**src/rtl/fld_pkg.sv**
```systemverilog
// Shared types for the feedback-clock frequency lock detector: lock FSM states and window classification.
// Pure package; no latency, no flow control.
package fld_pkg;

  typedef enum logic [1:0] {
    ST_UNLOCKED,
    ST_ACQUIRE,
    ST_LOCKED,
    ST_HOLD
  } fld_state_t;

  function automatic logic fld_window_good(input int count, input int expected, input int tol);
    int diff;
    diff = count - expected;
    if (diff < 0) diff = -diff;
    return (diff <= tol);
  endfunction

endpackage

```
**src/rtl/fld_window_meter.sv**
```systemverilog
// Counts fb rising edges per 2^WINDOW_LOG2-cycle window; results register on the closing edge, meas_valid one cycle later.
// No backpressure: results simply overwrite; en=0 restarts the window and holds the last results.
module fld_window_meter #(
  parameter int WINDOW_LOG2 = 8,
  parameter int EXPECTED    = 25
) (
  input  logic                          clk,
  input  logic                          rst,
  input  logic                          i_en,
  input  logic                          i_fb,
  output logic                          o_close,
  output logic [WINDOW_LOG2-1:0]        o_count,
  output logic [WINDOW_LOG2-1:0]        o_edge_count,
  output logic signed [WINDOW_LOG2:0]   o_freq_err,
  output logic                          o_meas_valid
);

  localparam logic [WINDOW_LOG2-1:0] W_MAX = '1;
  localparam logic [WINDOW_LOG2:0]   W_EXP = EXPECTED[WINDOW_LOG2:0];

  logic                        r_fb_q;
  logic [WINDOW_LOG2-1:0]      r_wc;
  logic [WINDOW_LOG2-1:0]      r_acc;
  logic [WINDOW_LOG2-1:0]      r_edge_count;
  logic signed [WINDOW_LOG2:0] r_freq_err;
  logic                        r_meas_valid;

  logic                        w_rise;
  logic [WINDOW_LOG2:0]        w_sum;
  logic [WINDOW_LOG2-1:0]      w_count;
  logic                        w_close;

  assign w_rise  = i_fb & ~r_fb_q;
  assign w_sum   = {1'b0, r_acc} + {{WINDOW_LOG2{1'b0}}, w_rise};
  // A rise on the closing cycle belongs to the closing window, so the
  // reported count is the accumulator plus the current rise, saturated.
  assign w_count = w_sum[WINDOW_LOG2] ? W_MAX : w_sum[WINDOW_LOG2-1:0];
  assign w_close = i_en && (r_wc == W_MAX);

  always_ff @(posedge clk) begin
    if (rst) begin
      r_fb_q       <= 1'b0;
      r_wc         <= '0;
      r_acc        <= '0;
      r_edge_count <= '0;
      r_freq_err   <= '0;
      r_meas_valid <= 1'b0;
    end else begin
      r_fb_q       <= i_fb;
      r_meas_valid <= w_close;
      if (!i_en) begin
        r_wc  <= '0;
        r_acc <= '0;
      end else begin
        r_wc <= r_wc + 1'b1;
        if (w_close) begin
          r_acc        <= '0;
          r_edge_count <= w_count;
          r_freq_err   <= $signed({1'b0, w_count} - W_EXP);
        end else begin
          r_acc <= w_count;
        end
      end
    end
  end

  assign o_close      = w_close;
  assign o_count      = w_count;
  assign o_edge_count = r_edge_count;
  assign o_freq_err   = r_freq_err;
  assign o_meas_valid = r_meas_valid;

endmodule

```
**src/rtl/fb_freq_lock_detector.sv**
```systemverilog
// Frequency lock detector for the PLL feedback divider output; lock status changes in the cycle meas_valid is high.
// No backpressure. Define FB_INPUT_SYNC_EN to insert a 2-flop synchroniser on fb_in (+2 clk edge latency).
module fb_freq_lock_detector
  import fld_pkg::*;
#(
  parameter int WINDOW_LOG2  = 8,
  parameter int EXPECTED     = 25,
  parameter int TOL          = 1,
  parameter int LOCK_COUNT   = 4,
  parameter int UNLOCK_COUNT = 2
) (
  input  logic                        clk,
  input  logic                        rst,
  input  logic                        en,
  input  logic                        fb_in,
  output logic [WINDOW_LOG2-1:0]      edge_count,
  output logic signed [WINDOW_LOG2:0] freq_err,
  output logic                        meas_valid,
  output logic                        locked
);

  localparam int GW = $clog2(LOCK_COUNT + 1);
  localparam int BW = $clog2(UNLOCK_COUNT + 1);
  localparam logic [GW:0] LC = LOCK_COUNT[GW:0];
  localparam logic [BW:0] UC = UNLOCK_COUNT[BW:0];

  logic w_fb_s;

`ifdef FB_INPUT_SYNC_EN
  logic r_sync1, r_sync2;
  always_ff @(posedge clk) begin
    if (rst) begin
      r_sync1 <= 1'b0;
      r_sync2 <= 1'b0;
    end else begin
      r_sync1 <= fb_in;
      r_sync2 <= r_sync1;
    end
  end
  assign w_fb_s = r_sync2;
`else
  assign w_fb_s = fb_in;
`endif

  logic                   w_close;
  logic [WINDOW_LOG2-1:0] w_count;

  fld_window_meter #(
    .WINDOW_LOG2 (WINDOW_LOG2),
    .EXPECTED    (EXPECTED)
  ) u_meter (
    .clk          (clk),
    .rst          (rst),
    .i_en         (en),
    .i_fb         (w_fb_s),
    .o_close      (w_close),
    .o_count      (w_count),
    .o_edge_count (edge_count),
    .o_freq_err   (freq_err),
    .o_meas_valid (meas_valid)
  );

  fld_state_t    r_state, w_state_n;
  logic [GW-1:0] r_good_cnt, w_good_n;
  logic [BW-1:0] r_bad_cnt, w_bad_n;
  logic [GW:0]   w_good_inc;
  logic [BW:0]   w_bad_inc;
  logic          w_good;
  logic          w_locked;

  assign w_good     = fld_window_good(int'(w_count), EXPECTED, TOL);
  assign w_good_inc = {1'b0, r_good_cnt} + {{GW{1'b0}}, 1'b1};
  assign w_bad_inc  = {1'b0, r_bad_cnt} + {{BW{1'b0}}, 1'b1};

  always_ff @(posedge clk) begin
    if (rst) begin
      r_state    <= ST_UNLOCKED;
      r_good_cnt <= '0;
      r_bad_cnt  <= '0;
    end else begin
      r_state    <= w_state_n;
      r_good_cnt <= w_good_n;
      r_bad_cnt  <= w_bad_n;
    end
  end

  always_comb begin
    w_state_n = r_state;
    w_good_n  = r_good_cnt;
    w_bad_n   = r_bad_cnt;
    w_locked  = (r_state == ST_LOCKED) || (r_state == ST_HOLD);
    if (!en) begin
      w_state_n = ST_UNLOCKED;
      w_good_n  = '0;
      w_bad_n   = '0;
    end else if (w_close) begin
      // Counters only ever hold values below their thresholds, so GW/BW bits suffice.
      case (r_state)
        ST_UNLOCKED: begin
          if (w_good) begin
            if (LOCK_COUNT == 1) begin
              w_state_n = ST_LOCKED;
              w_good_n  = '0;
            end else begin
              w_state_n = ST_ACQUIRE;
              w_good_n  = w_good_inc[GW-1:0];
            end
          end
        end
        ST_ACQUIRE: begin
          if (!w_good) begin
            w_state_n = ST_UNLOCKED;
            w_good_n  = '0;
          end else if (w_good_inc >= LC) begin
            w_state_n = ST_LOCKED;
            w_good_n  = '0;
          end else begin
            w_good_n = w_good_inc[GW-1:0];
          end
        end
        ST_LOCKED: begin
          if (!w_good) begin
            if (UNLOCK_COUNT == 1) begin
              w_state_n = ST_UNLOCKED;
              w_bad_n   = '0;
            end else begin
              w_state_n = ST_HOLD;
              w_bad_n   = w_bad_inc[BW-1:0];
            end
          end
        end
        ST_HOLD: begin
          if (w_good) begin
            w_state_n = ST_LOCKED;
            w_bad_n   = '0;
          end else if (w_bad_inc >= UC) begin
            w_state_n = ST_UNLOCKED;
            w_bad_n   = '0;
          end else begin
            w_bad_n = w_bad_inc[BW-1:0];
          end
        end
        default: begin
          w_state_n = ST_UNLOCKED;
          w_good_n  = '0;
          w_bad_n   = '0;
        end
      endcase
    end
  end

  assign locked = w_locked;

endmodule

```
**config.mk**
```make
export PLATFORM = sky130hd
export DESIGN_NAME = fb_freq_lock_detector
export DESIGN_NICKNAME = d
export VERILOG_FILES = /design/src/rtl/fld_pkg.sv /design/src/rtl/fld_window_meter.sv /design/src/rtl/fb_freq_lock_detector.sv
export SDC_FILE = /design/constraint.sdc
export NUM_CORES = 1
export LEC_CHECK = 0
export BUFFER_PORTS_ARGS = -buffer_cell sky130_fd_sc_hd__buf_2
export CORE_MARGIN = 5
export CORE_UTILIZATION = 30
export CTS_CLUSTER_DIAMETER = 200
export DETAILED_ROUTE_END_ITERATION = 8
export HOLD_SLACK_MARGIN = 0.02
export SLEW_MARGIN = 20
export SYNTH_ARGS = -nofsm -noshare
export SYNTH_HDL_FRONTEND = slang
export SYNTH_SLANG_ARGS = --single-unit
```
**constraint.sdc**
```tcl
create_clock -name clk -period 6.4 [get_ports clk]
set_input_delay 1.6 -clock clk [delete_from_list [all_inputs] [get_ports clk]]
set_output_delay 1.6 -clock clk [all_outputs]
set_load 0.01 [all_outputs]
```
# Yosys cells after proc, flatten, opt, wreduce, memory -nomap -nowiden
# Cells that the tools add are included.
# op_classes
mux	17
eq_ne	8
bitwise_logic	3
order_cmp	4
reduce_logical	11
n_addsub	7
# op_table
op	count
$le 32x2->1 const B	1
$mux 32	1
$neg 9->32	1
$mux 2	9
$sub 8x5->9 const B	2
$add 8x1->9	1
$lt 9x1->1 const B	1
$mux 3	3
$add 8x1->8 const B	1
$eq 8x8->1 const B	1
$mux 8	1
$pmux 2 s4	1
$pmux 3 s2	1
$reduce_and 3->1	2
$reduce_and 5->1	1
$add 3x1->4 const B	1
$eq 2x2->1 const B	2
$ge 4x3->1 const B	1
$ne 2x2->1 const B	2
$pmux 2 s2	1
$reduce_bool 2->1	2
$add 2x1->3 const B	1
$ge 3x2->1 const B	1
$ne 3x2->1 const B	1
10 further kinds	11
# totals
out_inout_bits	19
reg_bits	42

# Depth between registers and ports, before layout
# Gate-level depths: netlist of run 1.
# depth
word_depth	10
ltp_mapped	18
depth_no_buf	15

# Cells and area by module
# From an unflattened synthesis of run 1, not the netlist that was laid out.
# unflattened
hier_cells	300
hier_area_um2	2453.6
# modules_own_cells
module	cells_per_inst	area_per_inst_um2	seq_area_each_um2	n_inst
fld_window_meter	192	1615.3	700.7	1
fb_freq_lock_detector	108	838.3	140.1	1

# Worst setup path before layout of run 1
# Ideal clock, no wire load.
# synth_timing
kind	input -> register
from	input port fb_in
to	register r_bad_cnt[0]
path_slack_ps	1166
stages	16
setup_ps	122
arrival_ps	5112
path_buffers	3
cell_sequence	nor2b_1 ha_1 ha_1 buf_4 inv_1 nor4_1 nor2_1 ha_1 buf_2 or4_4 a221oi_1 o311ai_4 o21ai_2 buf_6 a2111oi_2 a311o_1
# synth_via
elab_chain_len	9
word_cells_on_any_way	12
cone_classes	add/sub: 3; order compare: 2; eq/ne: 1; mux: 4; bitwise: 1; reduce/logical: 1
# synth_rtl
item	line_no	text
from (decl)	fb_freq_lock_detector.sv:15	input logic fb_in,
$and 1x1->1 (*)	fld_window_meter.sv:33	assign w_rise = i_fb & ~r_fb_q;
$add 8x1->9 (*)	fld_window_meter.sv:34	assign w_sum = {1'b0, r_acc} + {{WINDOW_LOG2{1'b0}}, w_rise};
$mux 8 (*)	fld_window_meter.sv:37	assign w_count = w_sum[WINDOW_LOG2] ? W_MAX : w_sum[WINDOW_LOG2-1:0];
$sub 8x5->9 (*)	fld_pkg.sv:14	diff = count - expected;
$neg 9->32 or $lt 9x1->1 (tied branches)	fld_pkg.sv:15	if (diff < 0) diff = -diff;
$mux 32 (*)	fld_pkg.sv:15	
$le 32x2->1 (*)	fld_pkg.sv:16	return (diff <= tol);
$mux 2 or $ne 2x2->1 (tied branches)	-	
$pmux 2 s2 or $reduce_and 3->1 (tied branches)	-	
to (signal assigned)	fb_freq_lock_detector.sv:83	r_bad_cnt <= w_bad_n;
to (decl)	fb_freq_lock_detector.sv:65	logic [BW-1:0] r_bad_cnt, w_bad_n;
# Mark *: on every way between the ends. The rest lies on a longest branch, timed or not.
# A chain may end at the register's enable or synchronous reset.

# Worst setup path in the final report of run 1
# Same ends and word-level chain as after synthesis.

==> impl_metrics.toml, run 1 <==
[outcome]
status = "completed"

[placed_design]
numPortBuffers = 22
hpwl_mm = 4.101
dp_worst_setup_slack_ns = 0.7252
gp_congestion = 0.9414
placed_area_um2 = 2526

[drt]
via_count = 2074
wl_met1_mm = 2.684
top_layer_used = "met4"
wl_met3_um = 349
wl_met2_mm = 2.404
routed_via_density = 5.146
totalWireLength_mm = 5.559
dr.pass1.iters = 4
route.antenna.remaining_nets = 0
first_iter_violations = 128
drc = 0
route.detailed.wl_per_inst_um = 13.79

[floorplan]
boundaryPins = 23
die_h_um = 99.00
rows = 32
start_util = 0.3075
coreArea_um2 = 7727
die_w_um = 99.00
die_area_um2 = 9800

[logic_synthesis]
ys_seq_area_frac = 0.3539
yosys_warnings = 0
ys.flop_type = "dfxtp_1"
synth_top_area_share = 0.3539
synth_cell_type_count = 57
syn_nets = 298
synthArstFlopShare = 0
synthSimpleGateAreaFrac = 0.2801
netlist_area_um2 = 2376
synth_top_family_by_area = "simple AND/OR/NAND/NOR gates"
synth_area_leader_cell = "dfxtp_1"
synth_compound_area_frac = 0.1959
yosys_register_bits = 42
synthXorXnorAreaFrac = 0.05371
synth_area_leaders = "dfxtp_1 35%, nor2_1 7.4%, nand2_1 3.8%"
syn_inst = 287
synth_edf_count = 0
synth_mux_area_frac = 0.02528
synthAdderAreaFrac = 0.03686
avgSynthCellArea_um2 = 8.279

[global_route]
grt_overflow = 0
antenna_found_initial = 0
grt_max_degree = 25
grt_pass1_vias = 1931
grt_pass1_wl_mm = 9.349
grtUsageTotal = 0.1174

[worst_setup_path]
slowest_delay_ns = 0.57
r2r_cells = 13
crit_top_cell = "ha_1"
endpoint = "r_bad_cnt[0]$_SDFFE_PP0P_"
cp_max_fo = 12
worstPathCellList = "buf_2, nor2b_1, ha_1, ha_1, inv_1, nor4_1, nor2_1, ha_1, or4_4, a221oi_1, o311ai_4, o21ai_2, a2111oi_2, a311o_1"
critPathTopFamily = "compound AO/OA/AOI/OAI gates"
cp_data_required_time_ns = 6.60
crit_arrival_ns = 5.60
worstSetupEndpointType = "flop"
critPathLaunchType = "input pin"
r2r_end = "r_bad_cnt[0]$_SDFFE_PP0P_"
cp-startpoint = "fb_in"
path_buf_inv = 2
crit_type = "input pin to flop"
cp_slowest_cell = "or4_4"
crit_cells = 14
rrSetupSlack_ns = 2.08
r2r-start = "u_meter.r_fb_q$_SDFF_PP0_"

[clocking]
cts_resized = 0
cts_hold_buf = 0
cts.clk_slew.worst_paths_ns = 0.09
cts_sinks = 42
cts_htree_levels = 2
clk_latency_ns = 0.31
clk_path_buf_depth = 2
numCtsBuffers = 5
cts_tree = "yes"
cts_root_buf = "clkbuf_8"
post_cts_buffers = 0

[pwr]
powerDensity_nw_per_um2 = 182.5
p_leak_nw = 0.9534
p_total_uw = 478.0
peakVddDrop_uv = 94.50

[sta]
setup_viol = 0
tns_ns = 0
setup_ws_ns = 1.009
rsz0062_at_grt = "false"
fin_crit_ns = 5.391
skew_ns = 0.01196
tightest_slew_ns = 0.9021
fmax_ghz = 0.1855
relSlewSlack = 0.3986
drv_slew = 0
fin_crit_sh = 0.8424
hold_viol = 0

[final_layout]
drive_gt1_frac = 0.1495
area_growth_pct = 10.27
insertedDiodeCount = 0
nNetsFinal = 311
final_common_cell = "nor2_1"
final_cell_mix = "47 x nor2_1, 42 x dfxtp_1, 24 x nand2_1, 22 x buf_2, 16 x nand3_1"
finalInstanceArea_um2 = 2620

[run]
drv_cap = 0

[worst_hold_path]
hp-class = "flop to flop"
hold_depth = 1
per-layer routing:
layer | GRT usage | vias up
met3 | 0.02406 | 11
met5 | 0 | -
li1 | - | 1055
met4 | 0.04727 | 0
met1 | 0.1635 | 958
met2 | 0.1767 | 50
metrics by stage:
stage | cells | hold slack (ns) | utilization
6_report | 403 | 0.4582 | 0.3391
5_1_grt | 403 | 0.4893 | 0.3391
4_1_cts | 403 | 0.4630 | 0.3391
3_5_place_dp | 395 | 0.4442 | 0.3269
3_3_place_gp | 395 | 0.4330 | 0.3269
2_1_floorplan | 287 | 0.4175 | -
worst reg2reg max path, delay by kind of cell, from the launching register on:
kind	cells	cell delay [ns]
compound gates	5	1.43
flops	1	0.32
buf+inv	1	0.14
simple gates	4	1.33
fa+ha+maj	3	1.00
registers in the layout (all words and copies together), names as in the netlist, named ones only:
signal,flops
u_meter.r_wc,8
u_meter.r_fb_q,1
r_good_cnt,3
r_bad_cnt,2
u_meter.o_edge_count,8
r_state,1
u_meter.o_meas_valid,1
u_meter.r_acc,8
u_meter.o_freq_err,9
cell families after synthesis:
family / Yosys count
flops: 42
fa+ha+maj: 7
compound gates: 61
simple gates: 132
buf+inv: 26
mux: 6
xor+xnor: 13
worst min-delay path by stage:
stage / from / to / slack, ns
2_1_floorplan: u_meter.r_wc[0]$_SDFF_PP0_ / u_meter.r_wc[0]$_SDFF_PP0_ / 0.42
3_3_place_gp: u_meter.r_wc[0]$_SDFF_PP0_ / u_meter.r_wc[0]$_SDFF_PP0_ / 0.43
3_5_place_dp: u_meter.r_wc[0]$_SDFF_PP0_ / u_meter.r_wc[0]$_SDFF_PP0_ / 0.44
4_1_cts: u_meter.r_wc[0]$_SDFF_PP0_ / u_meter.r_wc[0]$_SDFF_PP0_ / 0.46
5_1_grt: u_meter.r_wc[0]$_SDFF_PP0_ / u_meter.r_wc[0]$_SDFF_PP0_ / 0.49
6_report: u_meter.r_wc[0]$_SDFF_PP0_ / u_meter.r_wc[0]$_SDFF_PP0_ / 0.46
synth_stat cells (2+ instances only):
library cell   n
nor2_1        47
dfxtp_1       42
nand2_1       24
nand3_1       16
a21oi_1       13
clkbuf_1      11
a211oi_1       9
inv_1          9
ha_1           7
nor3_1         7
mux2i_1        6
nand2b_1       6
xnor2_1        6
xor2_1         6
and2_1         5
o21ai_0        5
nand4_1        4
nor3b_1        4
a31oi_1        3
buf_6          3
nor2b_1        3
o22ai_1        3
o31ai_1        3
and3_1         2
and4_1         2
and4_2         2
buf_4          2
o2111a_1       2
o211ai_1       2
o21ai_1        2
o21ai_2        2
o2bb2ai_1      2
or3_1          2
or4_4          2
report_power, final:
part           switching [mW]  total [mW]  internal [mW]
combinational          0.0187      0.0304         0.0116
clock                   0.106       0.185         0.0789
sequential           0.000728       0.263          0.262
total                   0.125       0.478          0.353
area by class of cell:
type                    instances  area (um2)
flip-flops and latches         42       840.8
well taps                     102       127.6
inverters                       9       33.78
multi-input cells             219        1406
fillers                       805        5107
clock buffers                   5       68.82
repair buffers                 23       117.6
clock inverters                 3       25.02
Note: power is estimated with default switching activity, not from simulation.
==> inputs of run 2 (changes only) <==
==> constraint.sdc (replaced) <==
create_clock -name clk -period 4.64 [get_ports clk]
set_input_delay 1.16 -clock clk [delete_from_list [all_inputs] [get_ports clk]]
set_output_delay 1.16 -clock clk [all_outputs]
set_load 0.01 [all_outputs]
==> run 2 against run 1 <==
  * Die area is the same
  * Via count grew 0.19%
  * Hold slack gained 0.00078 ns
  * Design area grew 2.0%
  * Flip-flop and latch count is the same
  * Critical path depth grew 1
  * First-iteration DRC count shrank 20%
  * Critical endpoint is now r_good_cnt[1]$_SDFFE_PP0P_
  * Highest routed layer unchanged
==> impl_metrics.toml, run 2 (same netlist as run 1, synthesis figures left out) <==
[clocking]
cts_htree_levels = 2
post_cts_buffers = 0
cts_root_buf = "clkbuf_8"
cts_sinks = 42
cts_tree = "yes"
cts.clk_slew.worst_paths_ns = 0.08
clk_latency_ns = 0.29
clk_path_buf_depth = 2
numCtsBuffers = 5

[sta]
drv_slew = 0
tightest_slew_ns = 0.7086
skew_ns = 0.006940
rsz0062_at_grt = "false"
whs_ns = 0.4590
fin_crit_ns = 4.306
setup_ws_ns = 0.3343
setup_viol = 0
fmax_ghz = 0.2323
fin_crit_sh = 0.9279
hold_viol = 0
relSlewSlack = 0.5266

[placed_design]
dp_worst_setup_slack_ns = -0.05581
placed_area_um2 = 2577
hpwl_mm = 4.223
gp_congestion = 0.8814
numPortBuffers = 22

[floorplan]
coreArea_um2 = 7727
die_area_um2 = 9800
die_h_um = 99.00
die_w_um = 99.00
boundaryPins = 23
rows = 32
start_util = 0.3075

[drt]
route.detailed.wl_per_inst_um = 13.97
totalWireLength_mm = 5.714
route.antenna.remaining_nets = 0
dr.pass1.iters = 4
drc = 0
first_iter_violations = 102
via_count = 2078
routed_via_density = 5.081

[worst_setup_path]
slowest_delay_ns = 0.55
crit_arrival_ns = 4.53
crit_top_cell = "ha_1"
path_buf_inv = 3
crit_type = "input pin to flop"
cp_data_required_time_ns = 4.87
rrSetupSlack_ns = 1.00
r2r_cells = 14
crit_cells = 15
cp_max_fo = 8
r2r-start = "u_meter.r_fb_q$_SDFF_PP0_"
critPathTopFamily = "simple AND/OR/NAND/NOR gates"
critPathLaunchType = "input pin"
worstPathCellList = "buf_2, nor2b_1, ha_1, ha_1, inv_1, nor4_2, nor2_1, ha_1, or4_4, a221oi_1, o311ai_4, o21ai_4, buf_4, a41oi_1, o22ai_1"
cp_slowest_cell = "or4_4"
r2r_end = "r_good_cnt[1]$_SDFFE_PP0P_"
worstSetupEndpointType = "flop"

[final_layout]
num-fill-cells = 815
nNetsFinal = 317
final_common_cell = "nor2_1"
final_cell_mix = "47 x nor2_1, 42 x dfxtp_1, 24 x nand2_1, 22 x buf_2, 16 x nand3_1"
insertedDiodeCount = 0
final_util = 0.3457
area_growth_pct = 12.43
largest_reg_flops = 9
drive_gt1_frac = 0.1661
finalInstanceArea_um2 = 2671

[worst_hold_path]
holdPathEnd = "u_meter.r_wc[0]$_SDFF_PP0_"
hp-class = "flop to flop"
hold_depth = 1
min-delay-start = "u_meter.r_wc[0]$_SDFF_PP0_"

[outcome]
status = "completed"

[pwr]
p_total_uw = 640.9
peakVddDrop_uv = 97.49
powerDensity_nw_per_um2 = 239.9
p_leak_nw = 0.9868

[global_route]
grt_pass1_vias = 2038
antenna_found_initial = 0
grtUsageTotal = 0.1210
grt_max_degree = 25
grt_overflow = 0
grt_pass1_wl_mm = 9.701

[run]
drv_cap = 0
[run 2: how the worst max path moves through the flow]
stage                     start                         end  slack (ns)
final                     fb_in  r_good_cnt[1]$_SDFFE_PP0P_        0.33
after global routing      fb_in  r_good_cnt[1]$_SDFFE_PP0P_        0.05
after CTS                 fb_in  r_good_cnt[1]$_SDFFE_PP0P_        0.24
after detailed placement  fb_in  r_good_cnt[1]$_SDFFE_PP0P_       -0.06
after global placement    fb_in  r_good_cnt[1]$_SDFFE_PP0P_        0.13
after floorplan           fb_in   r_bad_cnt[0]$_SDFFE_PP0P_        0.03
[run 2: metrics by stage]
step / TNS (ns) / std cells
global route: 0 / 409
global placement: 0 / 401
finish: 0 / 409
CTS: 0 / 409
floorplan: 0 / 287
detailed placement: -0.05581 / 401
[run 2: repair_timing]
| action | CTS | global route |
|---|---|---|
| hold buffers | 0 | 0 |
| resized for setup | 0 | 1 |
| endpoints found under the setup margin | 0 | 2 |
[run 2: area by class of cell]
cell class | count | area [um2] | area share
sequential | 42 | 840.8 | 0.3148
timing repair buffer | 29 | 162.7 | 0.06089
clock inverter | 2 | 13.76 | 0.005152
tap | 102 | 127.6 | 0.04778
clock buffer | 6 | 72.57 | 0.02717
multi-input combinational | 219 | 1420 | 0.5316
inverter | 9 | 33.78 | 0.01265
[run 2: layer usage]
layer	global-route usage	up-vias	wire length (um)
met5	0	-	0
met4	0.04622	0	92
met3	0.02477	7	361
met2	0.1865	54	2553
met1	0.1657	953	2707
li1	-	1064	-
[run 2: report_power, final]
part,switching (mW),leakage [nW],internal (mW)
clock network,0.127,0.0452,0.106
logic,0.0269,0.603,0.0176
registers,0.000999,0.339,0.362
[run 2: worst register-to-register path, delay by kind of cell, from the launching register on]
kind,cells,cell delay [ns]
AND/OR/NAND/NOR,4,1.19
AO/OA/AOI/OAI,5,1.19
adder cells (fa/ha/maj),3,0.62
flip-flops,1,0.31
buffers and inverters,2,0.28
==> inputs of run 3 (changes only) <==
--- a/config.mk
+++ b/config.mk
@@ -6,12 +6,12 @@
 export NUM_CORES = 1
 export LEC_CHECK = 0
 export BUFFER_PORTS_ARGS = -buffer_cell sky130_fd_sc_hd__buf_2
+export CORE_ASPECT_RATIO = 1.4
 export CORE_MARGIN = 5
 export CORE_UTILIZATION = 30
 export CTS_CLUSTER_DIAMETER = 200
 export DETAILED_ROUTE_END_ITERATION = 8
 export HOLD_SLACK_MARGIN = 0.02
-export SLEW_MARGIN = 20
 export SYNTH_ARGS = -nofsm -noshare
 export SYNTH_HDL_FRONTEND = slang
 export SYNTH_SLANG_ARGS = --single-unit
==> constraint.sdc (replaced) <==
create_clock -name clk -period 3.9 [get_ports clk]
set_input_delay 0.975 -clock clk [delete_from_list [all_inputs] [get_ports clk]]
set_output_delay 0.975 -clock clk [all_outputs]
set_load 0.01 [all_outputs]
==> run 3 against run 2 <==
  * Power up 21%
  * Routed wire length up 1.8%
  * Critical path depth down 1
  * Largest cell class unchanged
  * Sequential share of layout area down 2.4 points
  * Clock skew up 0.0028 ns
  * Die area up 0.26%
  * Cell count up 3.4%
==> impl_metrics.toml, run 3 (same netlist as run 1, synthesis figures left out) <==
[placed_design]
dp_worst_setup_slack_ns = -0.1464
placed_area_um2 = 2794
hpwl_mm = 4.428
dpl.cell_count = 415
gp_congestion = 0.8517
numPortBuffers = 22

[floorplan]
coreArea_um2 = 7750
start_util = 0.3066
die_area_um2 = 9825
boundaryPins = 23
rows = 38
die_w_um = 85.22
die_h_um = 115.3

[final_layout]
drive_gt1_frac = 0.2446
final_cells = 423
largest_reg_flops = 9
area_growth_pct = 21.70
final_cell_mix = "46 x nor2_1, 42 x dfxtp_1, 24 x nand2_1, 23 x buf_4, 22 x buf_2"
nNetsFinal = 333
final_common_cell = "nor2_1"
insertedDiodeCount = 0
final_util = 0.3731
num-fill-cells = 792
finalInstanceArea_um2 = 2892

[worst_setup_path]
cp_slowest_cell = "o31ai_1"
path_buf_inv = 3
critPathTopFamily = "simple AND/OR/NAND/NOR gates"
crit_type = "input pin to flop"
critPathLaunchType = "input pin"
crit_arrival_ns = 3.87
worstPathCellList = "buf_2, nor2b_4, ha_4, ha_4, buf_4, nor2_1, a211oi_1, o31ai_1, and4_2, nand4_1, o21ai_4, buf_4, nand4_1, a31oi_1"
cp_max_fo = 9
cp_data_required_time_ns = 4.12
slowest_delay_ns = 0.47
worstSetupEndpointType = "flop"

[sta]
tightest_slew_ns = 0.7496
rsz0062_at_grt = "false"
hold_viol = 0
skew_ns = 0.009771
whs_ns = 0.4571
drv_slew = 0
relSlewSlack = 0.4992
fin_crit_sh = 0.9347
setup_ws_ns = 0.2545
tns_ns = 0
fmax_ghz = 0.2743
setup_viol = 0
fin_crit_ns = 3.646

[global_route]
grt_pass1_vias = 2131
grtUsageTotal = 0.1218
grt_max_degree = 25
grt_pass1_wl_mm = 9.784
grt_overflow = 0
antenna_found_initial = 0

[drt]
dr.pass1.iters = 5
first_iter_violations = 144
via_count = 2171
totalWireLength_mm = 5.819
route.antenna.remaining_nets = 0
drc = 0
route.detailed.wl_per_inst_um = 13.76
routed_via_density = 5.132

[clocking]
clk_path_buf_depth = 2
clk_latency_ns = 0.30
cts.clk_slew.worst_paths_ns = 0.09
cts_htree_levels = 2
cts_root_buf = "clkbuf_8"
cts_hold_buf = 0
numCtsBuffers = 5
cts_sinks = 42
cts_tree = "yes"

[pwr]
p_total_uw = 778.3
peakVddDrop_uv = 183.5
powerDensity_nw_per_um2 = 269.2
p_leak_nw = 1.084

[worst_hold_path]
hp-class = "flop to flop"

[outcome]
status = "completed"

[run]
drv_cap = 0
run 3: changes by cell type in the layout (fill, tap and decap cells not counted), sizes merged:
cell,change
clkbuf,-1
buf,+16
clkinvlp,+1
run 3: area by class of cell:
cell class              instances  area (um2)  area share
flip-flops and latches         42       840.8      0.2908
clock inverters                 3       21.27    0.007356
clock buffers                   5       68.82     0.02380
well taps                     100       125.1     0.04327
repair buffers                 45       282.8     0.09779
multi-input cells             219        1516      0.5244
inverters                       9       36.28     0.01255
run 3: final timing paths:
kind / start / endpoint / slack [ns] / cells after the start
max: fb_in / r_good_cnt[2]$_SDFFE_PP0P_ / 0.25 / 14
min: u_meter.r_wc[0]$_SDFF_PP0_ / u_meter.r_wc[0]$_SDFF_PP0_ / 0.46 / 1
max reg2reg: u_meter.r_fb_q$_SDFF_PP0_ / r_good_cnt[2]$_SDFFE_PP0P_ / 0.72 / 17
min reg2reg: u_meter.r_wc[0]$_SDFF_PP0_ / u_meter.r_wc[0]$_SDFF_PP0_ / 0.46 / 1
run 3: timing repair:
| action | 4_1_cts | 5_1_grt |
|---|---|---|
| endpoints found under the setup margin | 0 | 3 |
| resized for setup | 0 | 1 |
| buffers inserted | 0 | 0 |
run 3: routing by layer:
layer	global-route usage	part of all wire	wire (um)
met4	0.03696	0.015	85
met3	0.02509	0.036	209
met2	0.2287	0.54	3154
met1	0.1361	0.41	2370
met5	0	0	0
run 3: worst register-to-register path, stage by stage (launching register included):
cell and delay [ns]:
dfxtp_1 0.33, nor2b_4 0.12, ha_4 0.16, ha_4 0.15, inv_4 0.04, nor4_4 0.19, nor2_1 0.12, ha_2 0.22
nand2_1 0.10, nor3b_1 0.23, o31ai_2 0.09, buf_4 0.15, a221oi_4 0.27, o311ai_4 0.15, o21ai_4 0.33, buf_4 0.19
nand4_1 0.09, a31oi_1 0.17
run 3: where the power goes:
part | internal (mW) | leakage, nW | switching, mW | total, mW
combinational | 0.0264 | 0.701 | 0.0325 | 0.0588
clock | 0.126 | 0.0441 | 0.161 | 0.287
sequential | 0.431 | 0.339 | 0.00158 | 0.432
